==> config.mk <==
export PLATFORM = sky130hd
export DESIGN_NAME = ram_wb
export DESIGN_NICKNAME = d
export VERILOG_FILES = /design/src/rtl/cpu15_pkg.sv /design/src/rtl/io64_port.sv /design/src/rtl/ram_wb.sv
export SDC_FILE = /design/constraint.sdc
export NUM_CORES = 1
export LEC_CHECK = 0
export BUFFER_PORTS_ARGS = -buffer_cell sky130_fd_sc_hd__buf_2
export CAP_MARGIN = 5
export CORE_MARGIN = 4
export CORE_UTILIZATION = 50
export DETAILED_ROUTE_END_ITERATION = 16
export HOLD_SLACK_MARGIN = 0.06
export MAX_ROUTING_LAYER = met4
export PLACE_DENSITY = 0.8
export SKIP_LAST_GASP = 1
export SLEW_MARGIN = 0
export SYNTH_ARGS = -nofsm -noshare
export SYNTH_HDL_FRONTEND = slang
export SYNTH_SLANG_ARGS = --single-unit
==> constraint.sdc <==
create_clock -name CLK_WB -period 6.05 [get_ports CLK_WB]
set_clock_uncertainty 0.1 [all_clocks]
set_input_delay 0.605 -clock CLK_WB [delete_from_list [all_inputs] [get_ports CLK_WB]]
set_output_delay 0.605 -clock CLK_WB [all_outputs]
set_load 0.03 [all_outputs]
==> src/rtl/cpu15_pkg.sv <==
// Shared cpu15 data-memory constants and IO port state type; also used by ram_dc.
package cpu15_pkg;

  localparam int         DATA_W    = 16;
  localparam int         RAM_DEPTH = 8;
  localparam logic [7:0] IO64_ADDR = 8'h40;
  localparam logic [7:0] IO65_ADDR = 8'h41;

  typedef enum logic {
    IO_IDLE = 1'b0,
    IO_FULL = 1'b1
  } io_state_t;

  // Full 8-bit compare, so no upper-address aliasing onto the RAM words.
  function automatic logic is_ram_addr(input logic [7:0] addr);
    return addr < 8'(RAM_DEPTH);
  endfunction

endpackage

==> src/rtl/io64_port.sv <==
// IO64 output register with valid/ack handshake; store-to-valid 1 cycle, ack-to-idle 1 cycle.
// Stalls a store combinationally while unconsumed data is held and the device is not acking.
module io64_port
  import cpu15_pkg::*;
(
  input  logic              clk,
  input  logic              rst,
  input  logic [7:0]        wr_addr,
  input  logic [DATA_W-1:0] wr_data,
  input  logic              wr_en,
  input  logic              ack,
  output logic [DATA_W-1:0] io_data,
  output logic              io_vld,
  output logic              stall
);

  io_state_t         state_q, state_nxt;
  logic [DATA_W-1:0] data_q, data_nxt;
  logic              hit;

  assign hit = wr_en && (wr_addr == IO64_ADDR);

  always_ff @(posedge clk or posedge rst) begin
    if (rst) begin
      state_q <= IO_IDLE;
      data_q  <= '0;
    end else begin
      state_q <= state_nxt;
      data_q  <= data_nxt;
    end
  end

  always_comb begin
    state_nxt = state_q;
    data_nxt  = data_q;
    stall     = 1'b0;
    case (state_q)
      IO_IDLE: begin
        if (hit) begin
          data_nxt  = wr_data;
          state_nxt = IO_FULL;
        end
      end
      IO_FULL: begin
        if (hit) begin
          // An ack in the same cycle frees the slot, so the new value replaces it.
          if (ack) data_nxt = wr_data;
          else     stall    = 1'b1;
        end else if (ack) begin
          state_nxt = IO_IDLE;
        end
      end
      default: state_nxt = IO_IDLE;
    endcase
  end

  assign io_data = data_q;
  assign io_vld  = (state_q == IO_FULL);

endmodule

==> src/rtl/ram_wb.sv <==
// cpu15 data-memory write-back: 8 RAM words (1-cycle store) plus IO64 output port.
// IO64 port present only with RAM_WB_IO64_EN; otherwise IO64 outputs tie to 0 and never stall.
module ram_wb
  import cpu15_pkg::*;
(
  input  logic              CLK_WB,
  input  logic              RST,
  input  logic [7:0]        RAM_AD_IN,
  input  logic [DATA_W-1:0] RAM_IN,
  input  logic              RAM_WEN,
  input  logic              IO64_ACK,
  output logic [DATA_W-1:0] RAM_0,
  output logic [DATA_W-1:0] RAM_1,
  output logic [DATA_W-1:0] RAM_2,
  output logic [DATA_W-1:0] RAM_3,
  output logic [DATA_W-1:0] RAM_4,
  output logic [DATA_W-1:0] RAM_5,
  output logic [DATA_W-1:0] RAM_6,
  output logic [DATA_W-1:0] RAM_7,
  output logic [DATA_W-1:0] IO64_OUT,
  output logic              IO64_VALID,
  output logic              WB_STALL
);

  localparam int AW = $clog2(RAM_DEPTH);

  logic [DATA_W-1:0] ram_q [RAM_DEPTH];

  always_ff @(posedge CLK_WB or posedge RST) begin
    if (RST) begin
      for (int i = 0; i < RAM_DEPTH; i++) ram_q[i] <= '0;
    end else if (RAM_WEN && is_ram_addr(RAM_AD_IN)) begin
      ram_q[RAM_AD_IN[AW-1:0]] <= RAM_IN;
    end
  end

  assign RAM_0 = ram_q[0];
  assign RAM_1 = ram_q[1];
  assign RAM_2 = ram_q[2];
  assign RAM_3 = ram_q[3];
  assign RAM_4 = ram_q[4];
  assign RAM_5 = ram_q[5];
  assign RAM_6 = ram_q[6];
  assign RAM_7 = ram_q[7];

`ifdef RAM_WB_IO64_EN
  io64_port u_io64_port (
    .clk     (CLK_WB),
    .rst     (RST),
    .wr_addr (RAM_AD_IN),
    .wr_data (RAM_IN),
    .wr_en   (RAM_WEN),
    .ack     (IO64_ACK),
    .io_data (IO64_OUT),
    .io_vld  (IO64_VALID),
    .stall   (WB_STALL)
  );
`else
  logic unused_io64_ack;
  assign unused_io64_ack = IO64_ACK;
  assign IO64_OUT        = '0;
  assign IO64_VALID      = 1'b0;
  assign WB_STALL        = 1'b0;
`endif

endmodule

==> results of run 1 <==
## metal layers
layer	wire length [um]	GRT usage (%)
met3	837	7.04
met4	103	6.85
met5	0	-
met2	5670	33.3
met1	4770	25.5
## cells by family (layout without fill, tap and decap cells)
group,after synthesis,after routing
and+or+nand+nor,14,14
muxes,128,128
DFF,128,128
buffers and inverters,32,189
other,1,18
## synth_stat cells, types with 2 or more instances
cell type / n / area (um^2)
dfrtp_1: 128 / 3200
mux2_2: 118 / 1330
buf_4: 18 / 135
mux2_4: 10 / 150
clkbuf_1: 6 / 22.5
buf_2: 4 / 20.0
inv_1: 2 / 7.51
nand4_1: 2 / 12.5
or4_1: 2 / 15.0
## report_power, final
| part | internal [mW] | switching (mW) | leakage, nW | total [mW] |
|---|---|---|---|---|
| sequential | 0.898 | 0.0205 | 1.76 | 0.918 |
| clock | 0.556 | 0.348 | 0.249 | 0.904 |
| combinational | 0.0674 | 0.161 | 1.69 | 0.228 |
| total | 1.52 | 0.529 | 3.70 | 2.05 |
## layout by cell type, fill, tap and decap left out
cell type	count
clkinv_2	3
nor4b_4	1
nor3_4	1
inv_4	1
clkbuf_16	16
buf_2	154
clkinvlp_4	5
bufinv_16	1
nand3_1	1
conb_1	18
nand3b_1	1
nor4_4	1
nor3b_1	1
inv_1	1
clkinv_4	1
nand4_1	2
buf_4	4
nor4_1	1
mux2_2	118
nor2_1	1
or4_1	2
nand2_1	1
mux2_4	10
clkbuf_8	3
nand4b_1	1
dfrtp_1	128
## flip-flops by register name, indices dropped and copies added, names as in the netlist
register,cells
RAM_0,16
RAM_1,16
RAM_2,16
RAM_3,16
RAM_4,16
RAM_5,16
RAM_6,16
RAM_7,16
## cell type report
type	count	share of cell area, %
clock buffers	19	6.91
clock inverters	10	1.43
inverters	2	0.157
multi-input cells	160	26.3
flip-flops and latches	128	50.1
well taps	133	2.60
repair buffers	158	12.5
## how the worst max path moves through the flow
stage / end / slack, ps / cells past startpoint
detailed placement: RAM_1[7] / 2880 / 4
global placement: RAM_1[1] / 2920 / 4
floorplan: RAM_0[0] / 1930 / 1
finish: RAM_1[0] / 3440 / 4
CTS: RAM_1[3] / 3430 / 4
global route: RAM_1[1] / 3400 / 4
==> results_dict.tcl, run 1 <==
set metrics [dict create \
    cp.arrival_ps 2900 \
    synth_edf_count 0 \
    ff2ff_setup_slack_ps 5160 \
    synthXorXnorAreaFrac_pct 0 \
    drt-total-wl_um 11400 \
    r2r_start "RAM_2[9]" \
    critPathMaxStageDelay_ps 1020 \
    holdBufCountCts 0 \
    worst_slew_pin_slew_ps 1070 \
    die_x_um 108 \
    grt_pass1_vias 3345 \
    grt_pass1_wl_um 17700 \
    cts_sinks 128 \
    post-cts-setup-buffers 0 \
    clkLatencyLatePin_ps 500 \
    crit_slowest_cell "or4_1" \
    via_count 3056 \
    coreArea_mm2 0.00977 \
    syn_avg_cell_area_um2 16.6 \
    synthAdderAreaFrac_pct 0 \
    hold_viol 0 \
    fin_crit_sh_pct 43.2 \
    grt-ovfl-total 0 \
    fmax_mhz 383 \
    drtPass1Iterations 4 \
    drc 0 \
    port_buffers 154 \
    slew_headroom_pct 28.6 \
    cp-startpoint "RAM_AD_IN[6]" \
    critPathCaptureType "flip-flop" \
    crit_buf_inv 1 \
    place_worst_setup_slack_ps 2880 \
    hpwl_um 7880 \
    setup_viol 0 \
    status "complete, no violations" \
    yosys_warnings 0 \
    fin_ws_ps 3440 \
    ys_ff_latch 128 \
    ir_drop_mv 0.216 \
    path_clk_slew_ps 60 \
    critPathTopFamily "simple AND/OR/NAND/NOR gates" \
    initial_core_util_pct 51.4 \
    syn_area_mm2 0.00503 \
    cts_buffer_depth 2 \
    reg2reg_depth 1 \
    fp.dieH_um 108 \
    ys_seq_area_share_pct 63.7 \
    cts_resized 0 \
    ys.flop_type "dfrtp_1" \
    grtUsageTotal_pct 21.0 \
    dr.first_iter.drc_count 126 \
    cts-root-buf "clkbuf_8" \
    min_period_ps 2610 \
    antenna_found_initial 0 \
    placed_cells 581 \
    hold_ws_ps 164 \
    p_total_mw 2.05 \
    io_pins 174 \
    nets 495 \
    fin_area_mm2 0.00639 \
    die_area_mm2 0.0117 \
    postPlaceCellArea_mm2 0.00586 \
    place.gp.congestion 0.770 \
    path_common_cell "or4_1" \
    syn_to_final_growth_pct 27.1 \
    drive_above_1_share_pct 66.9 \
    synth_compound_area_share_pct 0 \
    final_core_util_pct 65.4 \
    final.setup.tns_ps 0 \
    maxSlewViolCount 0 \
    critPathLaunchType "input port" \
    critical_path_class "in -> reg" \
    rsz0062_at_grt "no" \
    async_flop_share_pct 100 \
    required_ps 6330 \
    cts-htree-levels 4 \
    muxShareOfSynthArea_pct 29.4 \
    multiInputGateArea_mm2 0.00168 \
    synth-simple-area-share_pct 2.49 \
    synth_cells 303 \
    reg2reg_to "RAM_2[9]" \
    instances_no_fill 610 \
    cts_tree "built" \
    hold_path_class "in -> async" \
    placementRows 36 \
    worstPathMaxFanout 16 \
    vias_per_cell 5.01 \
    diodes 0 \
    synth.distinct_cells 22 \
    ant_nets 0 \
    cap_viol_max_count 0 \
    cts_buffers 17 \
    synth_top_family_by_area "multiplexers" \
    cellPowerDensity_mw_per_mm2 321 \
    grt_start_max_net_pins 68 \
    p_leak_nw 3.70 \
    avgRoutedWirePerCell_um 18.7 \
    seq_area_mm2 0.00320 \
    fill_cells 747 \
    crit_chain "buf_2, or4_1, or4_1, mux2_4" \
]
Note: power is estimated with default switching activity, not from simulation.
==> inputs of run 2 (changes only) <==
- ABC_AREA: unset -> 1
- CORE_UTILIZATION: 50 -> 46
- PLACE_DENSITY: 0.8 -> 0.76
- clock period: 6.05 -> 2.25 ns (I/O delays scaled with it)
==> results_dict.tcl, run 2 <==
set metrics [dict create \
    status "complete, no violations" \
    reg2reg_to "RAM_5[4]" \
    crit_cells 1 \
    ant_nets 0 \
    drtPass1Iterations 5 \
    ir_drop_mv 0.373 \
    synth_edf_count 0 \
    cts_buffer_depth 2 \
    vias_per_cell 5.28 \
    required_ps 1920 \
    final_core_util_pct 59.2 \
    synth-simple-area-share_pct 34.7 \
    netlist.area_leader.share_pct 56.3 \
    r2r_start "RAM_5[4]" \
    cts-root-buf "clkbuf_16" \
    crit_slowest_cell "dfrtp_1" \
    synth_top_family_by_area "simple AND/OR/NAND/NOR gates" \
    coreArea_mm2 0.0121 \
    hold_viol 0 \
    cap_viol_max_count 0 \
    via_count 4960 \
    cts_resized 0 \
    clkLatencyLatePin_ps 420 \
    syn_avg_cell_area_um2 9.11 \
    cts_tree "built" \
    holdBufCountCts 11 \
    diodes 0 \
    multiInputGateArea_mm2 0.00204 \
    synthTopCellsByArea "dfrtp_1 (56%), nand2_1 (19%), nand4_1 (11%), buf_4 (3.6%), buf_2 (3.0%)" \
    port_buffers 154 \
    grt_start_max_net_pins 129 \
    place.gp.congestion 0.804 \
    worstPathMaxFanout 2 \
    nets 787 \
    final_cell_mix "nand2_1 (294), buf_2 (154), dfrtp_1 (128), nand4_1 (96), conb_1 (18)" \
    grt-ovfl-total 0 \
    fmax_mhz 746 \
    synth_compound_area_share_pct 0 \
    critPathTopFamily "flip-flops" \
    grtUsageTotal_pct 24.3 \
    cts_sinks 128 \
    mostFrequentLayoutCell "nand2_1" \
    min_period_ps 1340 \
    reg2reg_depth 2 \
    seq_area_mm2 0.00320 \
    critPathLaunchType "flip-flop" \
    hpwl_um 10700 \
    avgRoutedWirePerCell_um 17.4 \
    final.setup.tns_ps 0 \
    muxShareOfSynthArea_pct 0 \
    cellPowerDensity_mw_per_mm2 887 \
    grt_pass1_vias 4765 \
    ys.flop_type "dfrtp_1" \
    critical_path_class "reg -> out" \
    worst_slew_pin_slew_ps 672 \
    crit_chain "buf_2" \
    critPathCaptureType "output pin" \
    fin_area_mm2 0.00714 \
    hold_path_class "in -> reg" \
    cts-htree-levels 4 \
    rsz0062_at_grt "no" \
    drc 0 \
    synth_cells 625 \
    drt-total-wl_um 16400 \
    cp-startpoint "RAM_6[13]" \
    syn_to_final_growth_pct 25.4 \
    synthAdderAreaFrac_pct 0 \
    drive_above_1_share_pct 27.7 \
    placementRows 40 \
    die_area_mm2 0.0142 \
    p_leak_nw 4.15 \
    endpoint "RAM_6[13]" \
    p_total_mw 6.33 \
    cts_buffers 17 \
    grt_pass1_wl_um 25700 \
    die_x_um 119 \
    ys_seq_area_share_pct 56.3 \
    fp.dieH_um 119 \
    synth.distinct_cells 17 \
    ys_ff_latch 128 \
    hold_ws_ps 82.0 \
    yosys_warnings 0 \
    setup_viol 0 \
    crit_buf_inv 1 \
    critPathMaxStageDelay_ps 380 \
    yosysMostFrequentCell "nand2_1" \
    async_flop_share_pct 100 \
    path_clk_slew_ps 60 \
    synth_common_cells "nand2_1 (294), dfrtp_1 (128), nand4_1 (96), buf_2 (34), buf_4 (27)" \
    cp.arrival_ps 1020 \
    syn_area_mm2 0.00569 \
    synthXorXnorAreaFrac_pct 0 \
    post-cts-setup-buffers 0 \
    antenna_found_initial 0 \
    synth.largest_area_cell "dfrtp_1" \
    maxSlewViolCount 0 \
    ff2ff_setup_slack_ps 1480 \
    fin_crit_sh_pct 59.6 \
    io_pins 174 \
    postPlaceCellArea_mm2 0.00636 \
    slew_headroom_pct 55.2 \
    initial_core_util_pct 47.2 \
    dr.first_iter.drc_count 629 \
    fill_cells 1046 \
]
run 2: power breakdown:
group | internal [mW] | total (mW) | switching, mW
registers | 2.41 | 2.48 | 0.0645
clock network | 2.07 | 3.12 | 1.04
logic | 0.167 | 0.737 | 0.570
total | 4.65 | 6.33 | 1.68
run 2: how the worst min path moves through the flow:
stage	startpoint	to	slack, ps	cells after the start
after floorplan	RAM_AD_IN[7]	RAM_5[10]	380	4
after global placement	RAM_1[3]	RAM_1[3]	350	2
after detailed placement	RAM_5[6]	RAM_5[6]	350	2
after CTS	RAM_IN[2]	RAM_0[2]	60	3
after global routing	RAM_IN[6]	RAM_0[6]	80	3
final	RAM_IN[6]	RAM_1[6]	80	3
run 2: cell type report:
class | count | area share (%)
multi-input combinational | 433 | 28.6
inverter | 8 | 0.508
tap | 168 | 2.94
sequential | 128 | 44.9
clock inverter | 14 | 3.35
timing repair buffer | 171 | 13.7
clock buffer | 18 | 6.01
run 2: cells by family after synthesis:
logic type / Yosys count
buffers and inverters: 81
other: 1
flip-flops: 128
AND/OR/NAND/NOR: 415
run 2: per-layer routing:
metal / track usage [%] / share of wire, %
met5: - / 0
met4: 10.4 / 2.5
met3: 7.36 / 9.0
met2: 35.1 / 46
met1: 31.8 / 43
run 2: stage by stage:
step	std cells	setup slack (ps)
3_5_place_dp	897	508
3_3_place_gp	897	571
6_report	940	910
2_1_floorplan	642	344
4_1_cts	940	892
5_1_grt	940	847
run 2: worst min-delay path, cell delays in order:
cell and delay [ps]:
buf_2 200, nand2_1 100, nand2_1 40
==> inputs of run 3 (changes only) <==
- ABC_AREA: 1 -> 0
- CORE_UTILIZATION: 46 -> 45
- clock period: 2.25 -> 1.2 ns (I/O delays scaled with it)
==> results_dict.tcl, run 3 (same netlist as run 1, synthesis figures left out) <==
set metrics [dict create \
    antenna_found_initial 0 \
    grt_start_max_net_pins 52 \
    place_worst_setup_slack_ps -847 \
    hold_ws_ps 39.4 \
    final_cell_mix "buf_6 (137), dfrtp_1 (128), buf_4 (87), mux2_2 (69), mux2_4 (59)" \
    io_pins 174 \
    dr.first_iter.drc_count 138 \
    vias_per_cell 4.98 \
    final.setup.tns_ps -23670 \
    grt_pass1_wl_um 23000 \
    cts_sinks 128 \
    reg2reg_to "RAM_5[2]" \
    die_x_um 114 \
    path_clk_slew_ps 60 \
    via_count 3657 \
    initial_core_util_pct 46.2 \
    fin_ws_ps -245 \
    grt_pass1_vias 4038 \
    place.gp.congestion 0.795 \
    rsz0062_at_grt "yes" \
    ir_drop_mv 0.844 \
    critPathMaxStageDelay_ps 610 \
    coreArea_mm2 0.0109 \
    drtPass1Iterations 4 \
    min_period_ps 1440 \
    grtUsageTotal_pct 24.5 \
    die_area_mm2 0.0129 \
    mostFrequentLayoutCell "buf_6" \
    critPathCaptureType "flip-flop" \
    syn_to_final_growth_pct 69.7 \
    fill_cells 571 \
    cts_tree "built" \
    path_common_cell "or4_4" \
    hold_path_class "in -> async" \
    crit_buf_inv 1 \
    port_buffers 154 \
    critPathLaunchType "input port" \
    cap_viol_max_count 0 \
    r2r_start "RAM_5[2]" \
    ff2ff_setup_slack_ps 50 \
    status "finished with violations" \
    diodes 0 \
    grt-ovfl-total 0 \
    hold_viol 0 \
    p_total_mw 11.5 \
    required_ps 1500 \
    seq_area_mm2 0.00320 \
    critical_path_class "in -> reg" \
    cp.arrival_ps 1740 \
    p_leak_nw 4.51 \
    violations "setup timing" \
    maxSlewViolCount 0 \
    cts-root-buf "clkbuf_8" \
    clkLatencyLatePin_ps 510 \
    critPathTopFamily "simple AND/OR/NAND/NOR gates" \
    cts_buffer_depth 2 \
    crit_slowest_cell "or4_4" \
    hpwl_um 8840 \
    multiInputGateArea_mm2 0.00191 \
    drive_above_1_share_pct 71.4 \
    fmax_mhz 692 \
    cts-htree-levels 4 \
    worstPathMaxFanout 8 \
    crit_chain "buf_6, or4_4, or4_4, mux2_4" \
    avgRoutedWirePerCell_um 20.6 \
    ant_nets 0 \
    cellPowerDensity_mw_per_mm2 1350 \
    cts_buffers 17 \
    fp.dieH_um 114 \
    placementRows 38 \
    reg2reg_depth 3 \
    fin_crit_sh_pct 120 \
    holdBufCountCts 17 \
    drc 0 \
    nets 611 \
    drt-total-wl_um 15200 \
    cp-startpoint "RAM_AD_IN[4]" \
    setup_viol 235 \
]
==> run 3: cell count changes in the layout (fill, tap and decap cells not counted), sizes merged, moves of 2 or more <==
cell         change
nand2          -293
mux2           +128
buf             +95
nand4           -94
nor2            -13
nand3           -10
dlygate4sd3      +6
clkinv           +5
inv              -5
bufinv           -3
clkinvlp         -3
or4              +3
nor4             +2
==> run 3: layout make-up <==
| cell class | count | area share, % |
|---|---|---|
| clock buffer | 17 | 4.86 |
| clock inverter | 14 | 1.97 |
| inverter | 2 | 0.132 |
| multi-input combinational | 161 | 22.4 |
| sequential | 128 | 37.6 |
| tap | 140 | 2.05 |
| timing repair buffer | 273 | 31.0 |
==> run 3: routing by layer <==
layer	vias up	GRT usage, %	part of all wire, %
li1	1600	-	-
met1	1872	29.7	40
met2	159	39.9	51
met3	26	6.63	6.2
met4	0	8.25	1.9
met5	-	-	0
==> run 3: worst max-delay path by stage <==
stage,cells after the start,to
after floorplan,6,RAM_1[0]
after global placement,4,RAM_1[4]
after detailed placement,4,RAM_1[0]
after CTS,4,RAM_1[8]
after global routing,4,RAM_1[5]
final,4,RAM_1[8]
==> run 3: tightest hold or removal path, cell delays in order <==
cell	delay, ps
dlygate4sd3_1	540
buf_2	140
clkinvlp_4	250
==> run 3: report_power, final <==
part	switching [mW]	internal, mW
Combinational	0.905	0.838
Sequential	0.172	4.53
Clock	1.89	3.15
==> run 3: per-stage QoR <==
step / std cells / utilization [%] / cell area (um^2)
after floorplan: 320 / - / 5340
final: 735 / 78.3 / 8530
after detailed placement: 613 / 57.7 / 6280
after global placement: 613 / 57.7 / 6280
after global routing: 735 / 78.3 / 8530
after CTS: 701 / 75.4 / 8210
==> run 3: repair_timing <==
action / 4_1_cts / 5_1_grt
buffers inserted: 38 / 34
hold endpoints to repair: 256 / 8
gates cloned: 2 / 1
pin swaps: 2 / 5
resized for setup: 277 / 13
setup endpoints to repair: 192 / 207
